### src/rtl/mc_ctrl_pkg.sv
// ============================================================================
//  Module      : mc_ctrl_pkg
//  Description : Shared encodings for the multicycle CPU main controller:
//                state codes, opcodes, datapath select codes and the packed
//                control-word layout. Optional feature macro:
//                MC_CTRL_ADDI_EN (adds the ADDI execute/writeback path).
//  Revision    : 1.0 - initial release
// ============================================================================
`default_nettype none

package mc_ctrl_pkg;

  // State encodings
  localparam int ST_BITS = 4;
  typedef logic [ST_BITS-1:0] state_t;

  localparam state_t ST_IDLE    = 4'd0;
  localparam state_t ST_FETCH   = 4'd1;
  localparam state_t ST_DECODE  = 4'd2;
  localparam state_t ST_MEMADR  = 4'd3;
  localparam state_t ST_MEMRD   = 4'd4;
  localparam state_t ST_MEMWB   = 4'd5;
  localparam state_t ST_MEMWR   = 4'd6;
  localparam state_t ST_R_EX    = 4'd7;
  localparam state_t ST_R_WB    = 4'd8;
  localparam state_t ST_BEQ     = 4'd9;
  localparam state_t ST_JMP     = 4'd10;
  localparam state_t ST_ADDI_EX = 4'd11;
  localparam state_t ST_ADDI_WB = 4'd12;

  // Opcodes (IR[31:26])
  localparam logic [5:0] OP_RTYPE = 6'h00;
  localparam logic [5:0] OP_LW    = 6'h23;
  localparam logic [5:0] OP_SW    = 6'h2B;
  localparam logic [5:0] OP_BEQ   = 6'h04;
  localparam logic [5:0] OP_J     = 6'h02;
  localparam logic [5:0] OP_ADDI  = 6'h08;

  // ALUOp codes
  localparam logic [1:0] ALUOP_ADD   = 2'b00;
  localparam logic [1:0] ALUOP_SUB   = 2'b01;
  localparam logic [1:0] ALUOP_FUNCT = 2'b10;

  // ALUSrcB codes
  localparam logic [1:0] SRCB_B      = 2'd0;
  localparam logic [1:0] SRCB_FOUR   = 2'd1;
  localparam logic [1:0] SRCB_IMM    = 2'd2;
  localparam logic [1:0] SRCB_IMM_SH = 2'd3;

  // PCSource codes
  localparam logic [1:0] PCSRC_ALU    = 2'd0;
  localparam logic [1:0] PCSRC_ALUOUT = 2'd1;
  localparam logic [1:0] PCSRC_JUMP   = 2'd2;

  // Control word produced by the state decoder
  typedef struct packed {
    logic       pc_write;
    logic       pc_write_cond;
    logic       iord;
    logic       mem_read;
    logic       mem_write;
    logic       ir_write;
    logic       mem_to_reg;
    logic       reg_dst;
    logic       reg_write;
    logic       alu_src_a;
    logic [1:0] alu_src_b;
    logic [1:0] alu_op;
    logic [1:0] pc_source;
  } ctrl_t;

  // True for every opcode the DECODE state knows how to dispatch
  function automatic logic op_is_known(input logic [5:0] op);
    logic known;
    known = (op == OP_RTYPE) || (op == OP_LW) || (op == OP_SW) ||
            (op == OP_BEQ)   || (op == OP_J);
`ifdef MC_CTRL_ADDI_EN
    known = known || (op == OP_ADDI);
`endif
    return known;
  endfunction

endpackage

`default_nettype wire

### src/rtl/mc_ctrl_decode.sv
// ============================================================================
//  Module      : mc_ctrl_decode
//  Description : Pure combinational Moore decode of controller state into the
//                datapath control word. Fetch strobes are emitted ungated;
//                the top qualifies them with mem_ready.
//                Optional feature macro: MC_CTRL_ADDI_EN.
//  Revision    : 1.0 - initial release
// ============================================================================
`default_nettype none

module mc_ctrl_decode
  import mc_ctrl_pkg::*;
(
  input  state_t i_state,
  output ctrl_t  o_ctrl
);

  ctrl_t w_ctrl;

  // Map each state to its control word; anything unlisted stays zero
  always_comb begin
    w_ctrl = '0;
    case (i_state)
      ST_FETCH: begin
        w_ctrl.mem_read  = 1'b1;
        w_ctrl.iord      = 1'b0;
        w_ctrl.alu_src_a = 1'b0;
        w_ctrl.alu_src_b = SRCB_FOUR;
        w_ctrl.alu_op    = ALUOP_ADD;
        w_ctrl.pc_source = PCSRC_ALU;
        w_ctrl.ir_write  = 1'b1;
        w_ctrl.pc_write  = 1'b1;
      end
      ST_DECODE: begin
        w_ctrl.alu_src_a = 1'b0;
        w_ctrl.alu_src_b = SRCB_IMM_SH;
        w_ctrl.alu_op    = ALUOP_ADD;
      end
      ST_MEMADR: begin
        w_ctrl.alu_src_a = 1'b1;
        w_ctrl.alu_src_b = SRCB_IMM;
        w_ctrl.alu_op    = ALUOP_ADD;
      end
      ST_MEMRD: begin
        w_ctrl.mem_read = 1'b1;
        w_ctrl.iord     = 1'b1;
      end
      ST_MEMWB: begin
        w_ctrl.reg_write  = 1'b1;
        w_ctrl.mem_to_reg = 1'b1;
        w_ctrl.reg_dst    = 1'b0;
      end
      ST_MEMWR: begin
        w_ctrl.mem_write = 1'b1;
        w_ctrl.iord      = 1'b1;
      end
      ST_R_EX: begin
        w_ctrl.alu_src_a = 1'b1;
        w_ctrl.alu_src_b = SRCB_B;
        w_ctrl.alu_op    = ALUOP_FUNCT;
      end
      ST_R_WB: begin
        w_ctrl.reg_write  = 1'b1;
        w_ctrl.mem_to_reg = 1'b0;
        w_ctrl.reg_dst    = 1'b1;
      end
      ST_BEQ: begin
        w_ctrl.alu_src_a     = 1'b1;
        w_ctrl.alu_src_b     = SRCB_B;
        w_ctrl.alu_op        = ALUOP_SUB;
        w_ctrl.pc_write_cond = 1'b1;
        w_ctrl.pc_source     = PCSRC_ALUOUT;
      end
      ST_JMP: begin
        w_ctrl.pc_write  = 1'b1;
        w_ctrl.pc_source = PCSRC_JUMP;
      end
`ifdef MC_CTRL_ADDI_EN
      ST_ADDI_EX: begin
        w_ctrl.alu_src_a = 1'b1;
        w_ctrl.alu_src_b = SRCB_IMM;
        w_ctrl.alu_op    = ALUOP_ADD;
      end
      ST_ADDI_WB: begin
        w_ctrl.reg_write  = 1'b1;
        w_ctrl.mem_to_reg = 1'b0;
        w_ctrl.reg_dst    = 1'b0;
      end
`endif
      default: w_ctrl = '0;
    endcase
  end

  assign o_ctrl = w_ctrl;

endmodule

`default_nettype wire

### src/rtl/mc_main_ctrl.sv
// ============================================================================
//  Module      : mc_main_ctrl
//  Description : Main control FSM of the multicycle CPU. Holds the state
//                register and next-state logic, dispatches on the IR opcode,
//                stalls on the memory ready handshake and drives all datapath
//                selects/enables. Optional feature macro: MC_CTRL_ADDI_EN
//                (ADDI execute + writeback states).
//  Revision    : 1.0 - initial release
// ============================================================================
`default_nettype none

module mc_main_ctrl
  import mc_ctrl_pkg::*;
#(
  parameter int ST_W = 4
) (
  input  logic            clk,
  input  logic            rst_n,
  input  logic [5:0]      Op,
  input  logic            mem_ready,
  output logic            PCWrite,
  output logic            PCWriteCond,
  output logic            IorD,
  output logic            MemRead,
  output logic            MemWrite,
  output logic            IRWrite,
  output logic            MemtoReg,
  output logic            RegDst,
  output logic            RegWrite,
  output logic            ALUSrcA,
  output logic [1:0]      ALUSrcB,
  output logic [1:0]      ALUOp,
  output logic [1:0]      PCSource,
  output logic            illegal_op,
  output logic [ST_W-1:0] dbg_state
);

  state_t r_state;
  state_t w_next;
  ctrl_t  w_ctrl;
  logic   w_fetch_go;

  // State register; reset drops straight to IDLE so every strobe falls at once
  always_ff @(posedge clk or negedge rst_n) begin
    if (!rst_n) begin
      r_state <= ST_IDLE;
    end else begin
      r_state <= w_next;
    end
  end

  // Next-state selection; Op is only looked at in DECODE and MEMADR
  always_comb begin
    w_next = ST_FETCH;
    case (r_state)
      ST_IDLE:   w_next = ST_FETCH;
      ST_FETCH:  w_next = mem_ready ? ST_DECODE : ST_FETCH;
      ST_DECODE: begin
        case (Op)
          OP_LW,
          OP_SW:    w_next = ST_MEMADR;
          OP_RTYPE: w_next = ST_R_EX;
          OP_BEQ:   w_next = ST_BEQ;
          OP_J:     w_next = ST_JMP;
`ifdef MC_CTRL_ADDI_EN
          OP_ADDI:  w_next = ST_ADDI_EX;
`endif
          default:  w_next = ST_FETCH;
        endcase
      end
      ST_MEMADR: w_next = (Op == OP_LW) ? ST_MEMRD : ST_MEMWR;
      ST_MEMRD:  w_next = mem_ready ? ST_MEMWB : ST_MEMRD;
      ST_MEMWB:  w_next = ST_FETCH;
      ST_MEMWR:  w_next = mem_ready ? ST_FETCH : ST_MEMWR;
      ST_R_EX:   w_next = ST_R_WB;
      ST_R_WB:   w_next = ST_FETCH;
      ST_BEQ:    w_next = ST_FETCH;
      ST_JMP:    w_next = ST_FETCH;
`ifdef MC_CTRL_ADDI_EN
      ST_ADDI_EX: w_next = ST_ADDI_WB;
      ST_ADDI_WB: w_next = ST_FETCH;
`endif
      default:   w_next = ST_FETCH;
    endcase
  end

  mc_ctrl_decode u_decode (
    .i_state (r_state),
    .o_ctrl  (w_ctrl)
  );

  // Output stage: IR/PC loads in FETCH wait for the memory handshake
  always_comb begin
    w_fetch_go  = (r_state != ST_FETCH) || mem_ready;
    PCWrite     = w_ctrl.pc_write & w_fetch_go;
    IRWrite     = w_ctrl.ir_write & w_fetch_go;
    PCWriteCond = w_ctrl.pc_write_cond;
    IorD        = w_ctrl.iord;
    MemRead     = w_ctrl.mem_read;
    MemWrite    = w_ctrl.mem_write;
    MemtoReg    = w_ctrl.mem_to_reg;
    RegDst      = w_ctrl.reg_dst;
    RegWrite    = w_ctrl.reg_write;
    ALUSrcA     = w_ctrl.alu_src_a;
    ALUSrcB     = w_ctrl.alu_src_b;
    ALUOp       = w_ctrl.alu_op;
    PCSource    = w_ctrl.pc_source;
    illegal_op  = (r_state == ST_DECODE) && !op_is_known(Op);
    dbg_state   = ST_W'(r_state);
  end

endmodule

`default_nettype wire

### config.mk
export PLATFORM = sky130hd
export DESIGN_NAME = mc_main_ctrl
export DESIGN_NICKNAME = d
export VERILOG_FILES = /design/src/rtl/mc_ctrl_pkg.sv /design/src/rtl/mc_ctrl_decode.sv /design/src/rtl/mc_main_ctrl.sv
export SDC_FILE = /design/constraint.sdc
export NUM_CORES = 1
export LEC_CHECK = 0
export CAP_MARGIN = 20
export CORE_MARGIN = 3
export CORE_UTILIZATION = 34
export CTS_CLUSTER_DIAMETER = 50
export DETAILED_ROUTE_END_ITERATION = 10
export GPL_TIMING_DRIVEN = 0
export MAX_ROUTING_LAYER = met4
export PLACE_DENSITY = 0.76
export SLEW_MARGIN = 30
export SYNTH_ARGS = -nofsm -noshare
export SYNTH_HDL_FRONTEND = slang
export SYNTH_SLANG_ARGS = --single-unit
### constraint.sdc
create_clock -name clk -period 2 [get_ports clk]
set_clock_uncertainty 0.15 [all_clocks]
set_input_delay 0.4 -clock clk [delete_from_list [all_inputs] [get_ports clk]]
set_output_delay 0.4 -clock clk [all_outputs]
set_load 0.05 [all_outputs]
Word-level counts from Yosys, hierarchy flattened
Index checks and enable logic that the tools add are counted.

storage, ports and cells
  logic and storage cells = 45
  output and inout port bits = 21
  bits of input ports = 9
  bits in registers = 4

operators by class
  reductions and logical operators = 12
  eq/ne operators = 15
  bitwise logic cells = 2
  multiplexer cells = 15

operators with widths
  operator            number
  $pmux 5 s5          1
  $pmux 4 s6          1
  $eq 4x3->1 const B  4
  $pmux 4 s4          1
  $eq 4x4->1 const B  3
  $eq 6x6->1 const B  2
  $eq 4x2->1 const B  2
  $reduce_or 2->1     4
  $mux 1              7
  $eq 6x2->1 const B  1
  $eq 6x3->1 const B  1
  $logic_not 6->1     1
  $pmux 3 s2          1
  $logic_or 1x1->1    5
  $eq 4x1->1 const B  1
  $mux 2              2
  $ne 4x1->1 const B  1
  $pmux 2 s2          1
  $mux 3              1
  $and 1x1->1         2
  $logic_and 1x1->1   1
  $logic_not 1->1     1

Logic depth before layout (Yosys ltp)
Gate-level depths: netlist of run 1.

  depth in word-level cells = 7
  mapped depth = 4
  mapped depth without buffers = 3

Modules after synthesis
Synthesis of run 1 repeated with hierarchy kept, for this count alone.

second synthesis, totals
  cell total of the unflattened synthesis = 66
  area, all modules = 483.0 um^2

by module, submodules not included
  module          area each (um^2)  cells each  times used  seq. area each (um^2)
  mc_main_ctrl    337.8             40          1           100.1
  mc_ctrl_decode  145.1             26          1           0.0

Worst setup path after synthesis of run 1
OpenSTA, ideal clock, no wires.

  kind = reg-to-output
  start = register r_state[2], in the netlist dbg_state[2]
  end = output RegWrite
  buffers on the path = 1
  data required time = 1.450 ns
  stages on the path, launching flop included = 5
  data arrival time = 2.659 ns
  slack = -1.209 ns
  path through = dfrtp_1 > buf_6 > or2b_1 > nor3_1 > or2_1

between the ends
  word-level cells in the longest chain between the ends = 2
  elaborated cells on any way between the ends = 3
  classes of those cells = 2 x eq/ne; 1 x mux

ends and longest elaborated chain
  item                                      line                  RTL
  start: declaration                        mc_main_ctrl.sv:38    state_t r_state;
  start signal: assignment                  mc_main_ctrl.sv:48    r_state <= w_next;
  $eq 4x4->1 or $eq 4x3->1 (tied branches)  mc_ctrl_decode.sv:23  case (i_state)
  $pmux 3 s2 (*)                            mc_ctrl_decode.sv:23
  end: declaration                          mc_main_ctrl.sv:29    output logic RegWrite,

Every way passes the cells marked *; elsewhere a longest branch is shown, timed or not.

Final worst setup path of run 1
  start = register r_state[2], in the netlist dbg_state[2]
  end = output ALUSrcA

between the ends
  word-level cells in the longest chain between the ends = 2
  elaborated cells on any way between the ends = 6
  classes of those cells = 5 x eq/ne; 1 x mux

ends and longest elaborated chain
  item                                line                  RTL
  $eq 4x4->1 (tied with other cells)  mc_ctrl_decode.sv:23
  $pmux 5 s5 (*)                      mc_ctrl_decode.sv:23
  end: declaration                    mc_main_ctrl.sv:30    output logic ALUSrcA,

Marks and branches as above.

==> summary.txt, run 1 <==
Final layout
  – Commonest non-fill, non-tap cell in the layout: buf_4
  – Fin nets: 116
  – Commonest cells after routing, fill and taps aside: buf_4, buf_6, clkbuf_4
  – Post-layout util: 0.892
  – Share of cells above drive strength 1: 0.638
  – # diodes: 0
  – Max reg flops: 4
  – Area growth syn-to-layout: 130%

Synth
  – Syn. warnings: 0
  – Register area share after synthesis: 0.217
  – Post-Synthesis Cells: 60
  – Ys async rst share: 1.00
  – Number of synthesized flops with an enable pin: 0
  – Area share of the largest cell type after synthesis: 0.217
  – Top post-synthesis cells by area: dfrtp_1, nor3_1, nand2b_1, nor2_1, a211oi_1
  – Biggest area consumer among synthesized cells: dfrtp_1
  – Synth Register Bits: 4
  – Number of distinct library cells after synthesis: 34
  – Synth Cell Area: 460 um2
  – Ys flop type: dfrtp_1
  – Mapped Nets: 69
  – Mapped Avg Cell Area: 7.67 um2

Clock network
  – Num CTS Buffers: 3
  – Clock root cell: clkbuf_4
  – Hold_buf cts: 0
  – Reg clk slew, reported paths: 0.04 ns
  – CTS sink count: 4
  – Worst skew pair latency: 0.25 ns
  – CTS tree: done
  – H-tree Lvls: 1
  – Deepest clock path buffer count: 2

Global route
  – GR Overflow Total: 0
  – Met2 Track Usage GR: 0.392
  – Met3 Track Usage GR: 0.0678
  – Number of global-route vias before repair: 682
  – Antenna violations before repair: 0
  – GRT Overall Usage: 0.230
  – First-pass GRT wire length: 3.00 mm
  – GRT met1 Usage: 0.236
  – GR peak layer: met2
  – Largest net degree at the start of global routing: 11

Pwr
  – Leak: 0.477 nW
  – VDD IR max: 1.12 mV
  – Final Power: 1.91 mW
  – Cell area power density: 1810 nW/um2

Run
  – Max-Cap Viols: 0

Outcome
  – Status: finished, violations left
  – Failing checks: setup timing

Setup path
  – CP cell instances: buf_6 > or2b_4 > mux2_4 > nor2_4 > buf_6
  – CP max stage delay: 0.41 ns
  – R2R depth: 6
  – Worst R2R End: dbg_state[0]
  – Crit. End Element: primary output
  – Critical path launch point type: flop
  – Worst reg-to-reg setup slack: 0.39 ns
  – Crit Reg-Reg Startpoint: dbg_state[2]
  – CP arrival: 1.59 ns
  – WP buf/inv: 2
  – Worst EP required: 1.45 ns
  – CP delay by family, top: flip-flops
  – CP dominant cell by count: buf_6
  – Setup CP Type: flop to primary output
  – CP max stage cell: dfrtp_2
  – Critical-path maximum fanout: 5

Detailed routing
  – Drt initial violations: 19
  – DRC: 0
  – Drt pass-1 iters: 4
  – Drt wl/cell: 18.1 um
  – Via Count: 689
  – Total Wirelength: 2.16 mm
  – DRT antenna net count: 0
  – Number of vias per cell: 5.79

STA
  – RSZ-0062 raised after global routing: true
  – Slew HR: 0.664
  – Setup WS post-layout: -0.145 ns
  – Final period util: 1.07
  – Final hold vios: 0
  – Max frequency: 466 MHz
  – Minimum clock period: 2.14 ns
  – Worst Tran Pin Value: 0.503 ns
  – Fin. max-slew vios: 0
  – Setup violations, final: 6

Placed design
  – Setup WS pre-CTS: -0.993 ns
  – RePlAce Congestion: 0.793
  – Post-DP HPWL: 1.20 mm
  – Buffers on Ports: 29

Floorplan
  – Core area: 1190 um2
  – Die area: 1830 um2
  – Row count: 12
  – # IOs: 30
  – Die W: 42.8 um
  – DIE HEIGHT: 42.8 um
  – Initial core utilization: 0.388

Hold path
  – Class of the worst hold path: input pin to async pin
-- worst max-delay path by stage --
stage,endpoint,depth (start not counted),startpoint,slack [ns]
detailed placement,illegal_op,5,Op[0],-0.99
global placement,illegal_op,5,Op[0],-0.97
global route,ALUSrcA,5,dbg_state[2],-0.18
CTS,ALUSrcA,5,dbg_state[2],-0.16
finish,ALUSrcA,5,dbg_state[2],-0.14
floorplan,RegWrite,4,dbg_state[2],-0.35
-- timing repair --
action	4_1_cts	5_1_grt
pin swaps	6	2
setup endpoints to repair	18	17
hold endpoints to repair	0	0
buffers inserted	10	3
gates resized for setup	109	20
-- logic make-up (layout without fill, tap and decap cells) --
logic type | count (synthesis) | in the layout | share of synthesized area
AND/OR/NAND/NOR | 36 | 36 | 0.451
AO/OA/AOI/OAI | 11 | 11 | 0.174
buffers and inverters | 6 | 51 | 0.0951
flip-flops | 4 | 4 | 0.217
XOR/XNOR | 2 | 2 | 0.0381
multiplexers | 1 | 1 | 0.0245
-- per-stage QoR --
step           instances  cell area [um2]  TNS (ns)  hold WS (ns)
6_report             119             1060    -0.469         0.215
5_1_grt              119             1060    -0.775         0.221
4_1_cts              116             1000    -0.328         0.209
3_5_place_dp         103              903     -6.94         0.463
3_3_place_gp         103              903     -6.69         0.457
2_1_floorplan         60              596     -1.31       -0.0456
-- cell type report --
cell class	count	area [um2]
plain buffers	5	60.1
clock buffers	3	22.5
fillers	51	128
inverters	1	3.75
multi-input cells	50	472
flip-flops and latches	4	105
well taps	14	17.5
repair buffers	42	378
-- cell usage after synthesis, types with 2 or more instances --
cell type,n
dfrtp_1,4
a211oi_1,3
buf_6,2
buf_2,2
a21oi_1,2
nor2_1,8
nor3_1,8
nand2b_1,5
-- power by group --
group          switching (mW)  total [mW]  leakage [nW]  internal [mW]
Combinational           0.997        1.65         0.418          0.657
Clock                  0.0386       0.106        0.0138         0.0675
Sequential             0.0354       0.154        0.0460          0.119
Total                    1.07        1.91         0.477          0.843
-- metal layers --
| layer | up-vias | share of wire |
|---|---|---|
| met3 | 15 | 0.083 |
| met2 | 46 | 0.52 |
| met1 | 319 | 0.35 |
| met4 | 0 | 0.050 |
| met5 | - | 0 |
| li1 | 309 | - |
Power figures use the tool's default switching activity.
==> run 2: changes to the inputs <==
CELL_PAD_IN_SITES_DETAIL_PLACEMENT = 0   (was not set)
CELL_PAD_IN_SITES_GLOBAL_PLACEMENT = 1   (was not set)
CORE_UTILIZATION = 23   (was 34)
PLACE_DENSITY = not set   (was 0.76)
PLACE_DENSITY_LB_ADDON = 0.1   (was not set)
==> run 2 against run 1 <==
  * The run still ends with setup timing left
  * Via count shrank 9.3%
  * Design area rose by 1.5%
  * Sequential share of layout area shrank 0.15 points
  * Flip-flop and latch count unchanged
  * Sequential power shrank 3%
  * Die area rose by 41%
  * Total power decreased by 4.0%
  * Clock-buffer cell count did not move
  * Hold slack worse by 0.014 ns
  * Clock power is essentially flat
  * Highest routed layer unchanged
==> summary.txt, run 2 (synthesized netlist as in run 1, its figures left out) <==
Pwr
  – Sequential share of power: 0.082 (about the same)
  – Clock power share: 0.058 (+0.003)
  – Leak: 0.473 nW (-0.88%)
  – P_sw: 1.00 mW (-6.4%)
  – Int Power: 0.835 mW (-0.91%)
  – Cell area power density: 1710 nW/um2 (-5.4%)
  – Combinational power share: 0.861 (-0.003)
  – Net Sw Frac: 0.546 (-0.0140)
  – VDD IR max: 0.732 mV (-34%)
  – Final Power: 1.84 mW (-4.0%)

STA
  – Worst Tran Pin Value: 0.503 ns (+0.000751 ns)
  – Hold Worst Slack: 0.201 ns (-0.0138 ns)
  – Fin. max-slew vios: 0 (unchanged)
  – Final hold vios: 0 (unchanged)
  – RSZ-0062 raised after global routing: true
  – Max frequency: 467 MHz (+0.25%)
  – Setup WS post-layout: -0.140 ns (+0.00528 ns)
  – Setup violations, final: 7 (+1)
  – Minimum clock period: 2.14 ns (-0.00528 ns)
  – Final period util: 1.07 (-0.00264)
  – Slew HR: 0.663 (-0.00100)

Setup path
  – CP cell instances: buf_6 > or2b_4 > mux2_4 > nor2_4 > buf_6
  – Setup CP Type: flop to primary output
  – Crit Reg-Reg Startpoint: dbg_state[2]
  – Crit. End Element: primary output
  – CP delay by family, top: flip-flops
  – CP dominant cell by count: buf_6
  – Crit path from: dbg_state[2]
  – WP buf/inv: 2 (unchanged)
  – CP max stage delay: 0.40 ns (about the same)
  – Critical-path maximum fanout: 6 (+1)
  – Critical path launch point type: flop
  – CP max stage cell: dfrtp_2
  – Worst EP required: 1.45 ns (about the same)
  – CP arrival: 1.59 ns (about the same)

Final layout
  – Fillcell total: 172 (+240%)
  – Fin nets: 115 (-0.86%)
  – Commonest cells after routing, fill and taps aside: buf_4, buf_6
  – Share of cells above drive strength 1: 0.644 (+0.00614)
  – Post-layout util: 0.597 (-0.296)
  – Commonest non-fill, non-tap cell in the layout: buf_4
  – Design area: 1070 um2 (+1.5%)
  – Area growth syn-to-layout: 133%
  – Multi-input logic area: 464 um2 (-1.6%)
  – Reg area: 105 um2 (unchanged)
  – Max reg flops: 4 (unchanged)
  – # diodes: 0 (unchanged)

Floorplan
  – DIE HEIGHT: 50.7 um (+19%)
  – # IOs: 30 (unchanged)
  – Core area: 1800 um2 (+52%)
  – Initial core utilization: 0.256 (-0.133)
  – Row count: 15 (+3)
  – Die area: 2570 um2 (+41%)
  – Die W: 50.7 um (+19%)

Clock network
  – CTS sink count: 4 (unchanged)
  – CTS tree: done
  – Deepest clock path buffer count: 2 (unchanged)
  – Clock root cell: clkbuf_4
  – Hold_buf cts: 0 (unchanged)
  – H-tree Lvls: 1 (unchanged)
  – Worst skew pair latency: 0.25 ns (about the same)
  – Reg clk slew, reported paths: 0.04 ns (about the same)
  – Num CTS Buffers: 3 (unchanged)

Hold path
  – Class of the worst hold path: input pin to async pin

Placed design
  – RePlAce Congestion: 0.732 (-7.6%)
  – Post-DP HPWL: 1.11 mm (-6.8%)
  – Placement Cell Area: 917 um2 (+1.5%)
  – Buffers on Ports: 29 (unchanged)

Detailed routing
  – Number of vias per cell: 4.84 (-16%)
  – Drt initial violations: 13 (-6)
  – Via Count: 625 (-9.3%)
  – Total Wirelength: 1.69 mm (-22%)
  – Drt wl/cell: 13.1 um (-28%)
  – Drt pass-1 iters: 2 (-2)
  – DRT antenna net count: 0 (unchanged)
  – DRC: 0 (unchanged)

Outcome
  – Failing checks: setup timing
  – Status: finished, violations left

Global route
  – First-pass GRT wire length: 2.68 mm (-11%)
  – Largest net degree at the start of global routing: 11 (unchanged)
  – Number of global-route vias before repair: 617 (-9.5%)
  – Antenna violations before repair: 0 (unchanged)
  – GR Overflow Total: 0 (unchanged)
  – GRT Overall Usage: 0.141 (-0.0892)

Run
  – Max-Cap Viols: 0 (unchanged)
run 2: what timing repair did:
action	4_1_cts	5_1_grt
gates resized for setup	111	17
hold endpoints to repair	0	0
setup buffers	6	5
endpoints found under the setup margin	18	13
pin swaps	5	5
gates cloned	1	0
run 2: area by class of cell:
type,instances,share of cell area
Tap cell,25,0.0291
Buffer,5,0.0524
Clock buffer,3,0.0210
Multi-Input combinational cell,50,0.432
Inverter,1,0.00349
Timing Repair Buffer,41,0.364
Sequential cell,4,0.0978
run 2: power by group through the flow:
stage	clock [mW]	combinational, mW	sequential (mW)
floorplan	0	0.937	0.257
global placement	0	1.40	0.152
detailed placement	0	1.40	0.153
CTS	0.107	1.53	0.150
global route	0.108	1.65	0.157
finish	0.106	1.58	0.150
run 2: final timing paths:
kind	endpoint	slack, ns	cells past startpoint
min	dbg_state[1]	0.20	1
max reg2reg	dbg_state[0]	0.44	5
max	ALUSrcA	-0.14	5
min reg2reg	dbg_state[2]	0.50	2
min in group clk	dbg_state[3]	0.44	3
max in group asynchronous	dbg_state[3]	1.32	1
run 2: worst reg2reg max path: cells and delay by family (launching register included):
family | cells | cell delay [ns]
flops | 1 | 0.40
simple gates | 1 | 0.18
buf+inv | 2 | 0.30
compound gates | 2 | 0.41
run 2: metal layers:
layer	global-route usage	vias up	routed length, um
met3	0.0267	3	97
met1	0.150	294	667
li1	-	304	-
met4	0.0807	0	25
met2	0.243	24	896
met5	-	-	0
run 2: through the flow:
step	TNS [ns]	instances	setup slack, ns
after global placement	-6.80	114	-0.976
after CTS	-0.445	124	-0.162
after global routing	-0.642	129	-0.178
final	-0.370	129	-0.140
after floorplan	-1.31	60	-0.352
after detailed placement	-6.86	114	-0.973
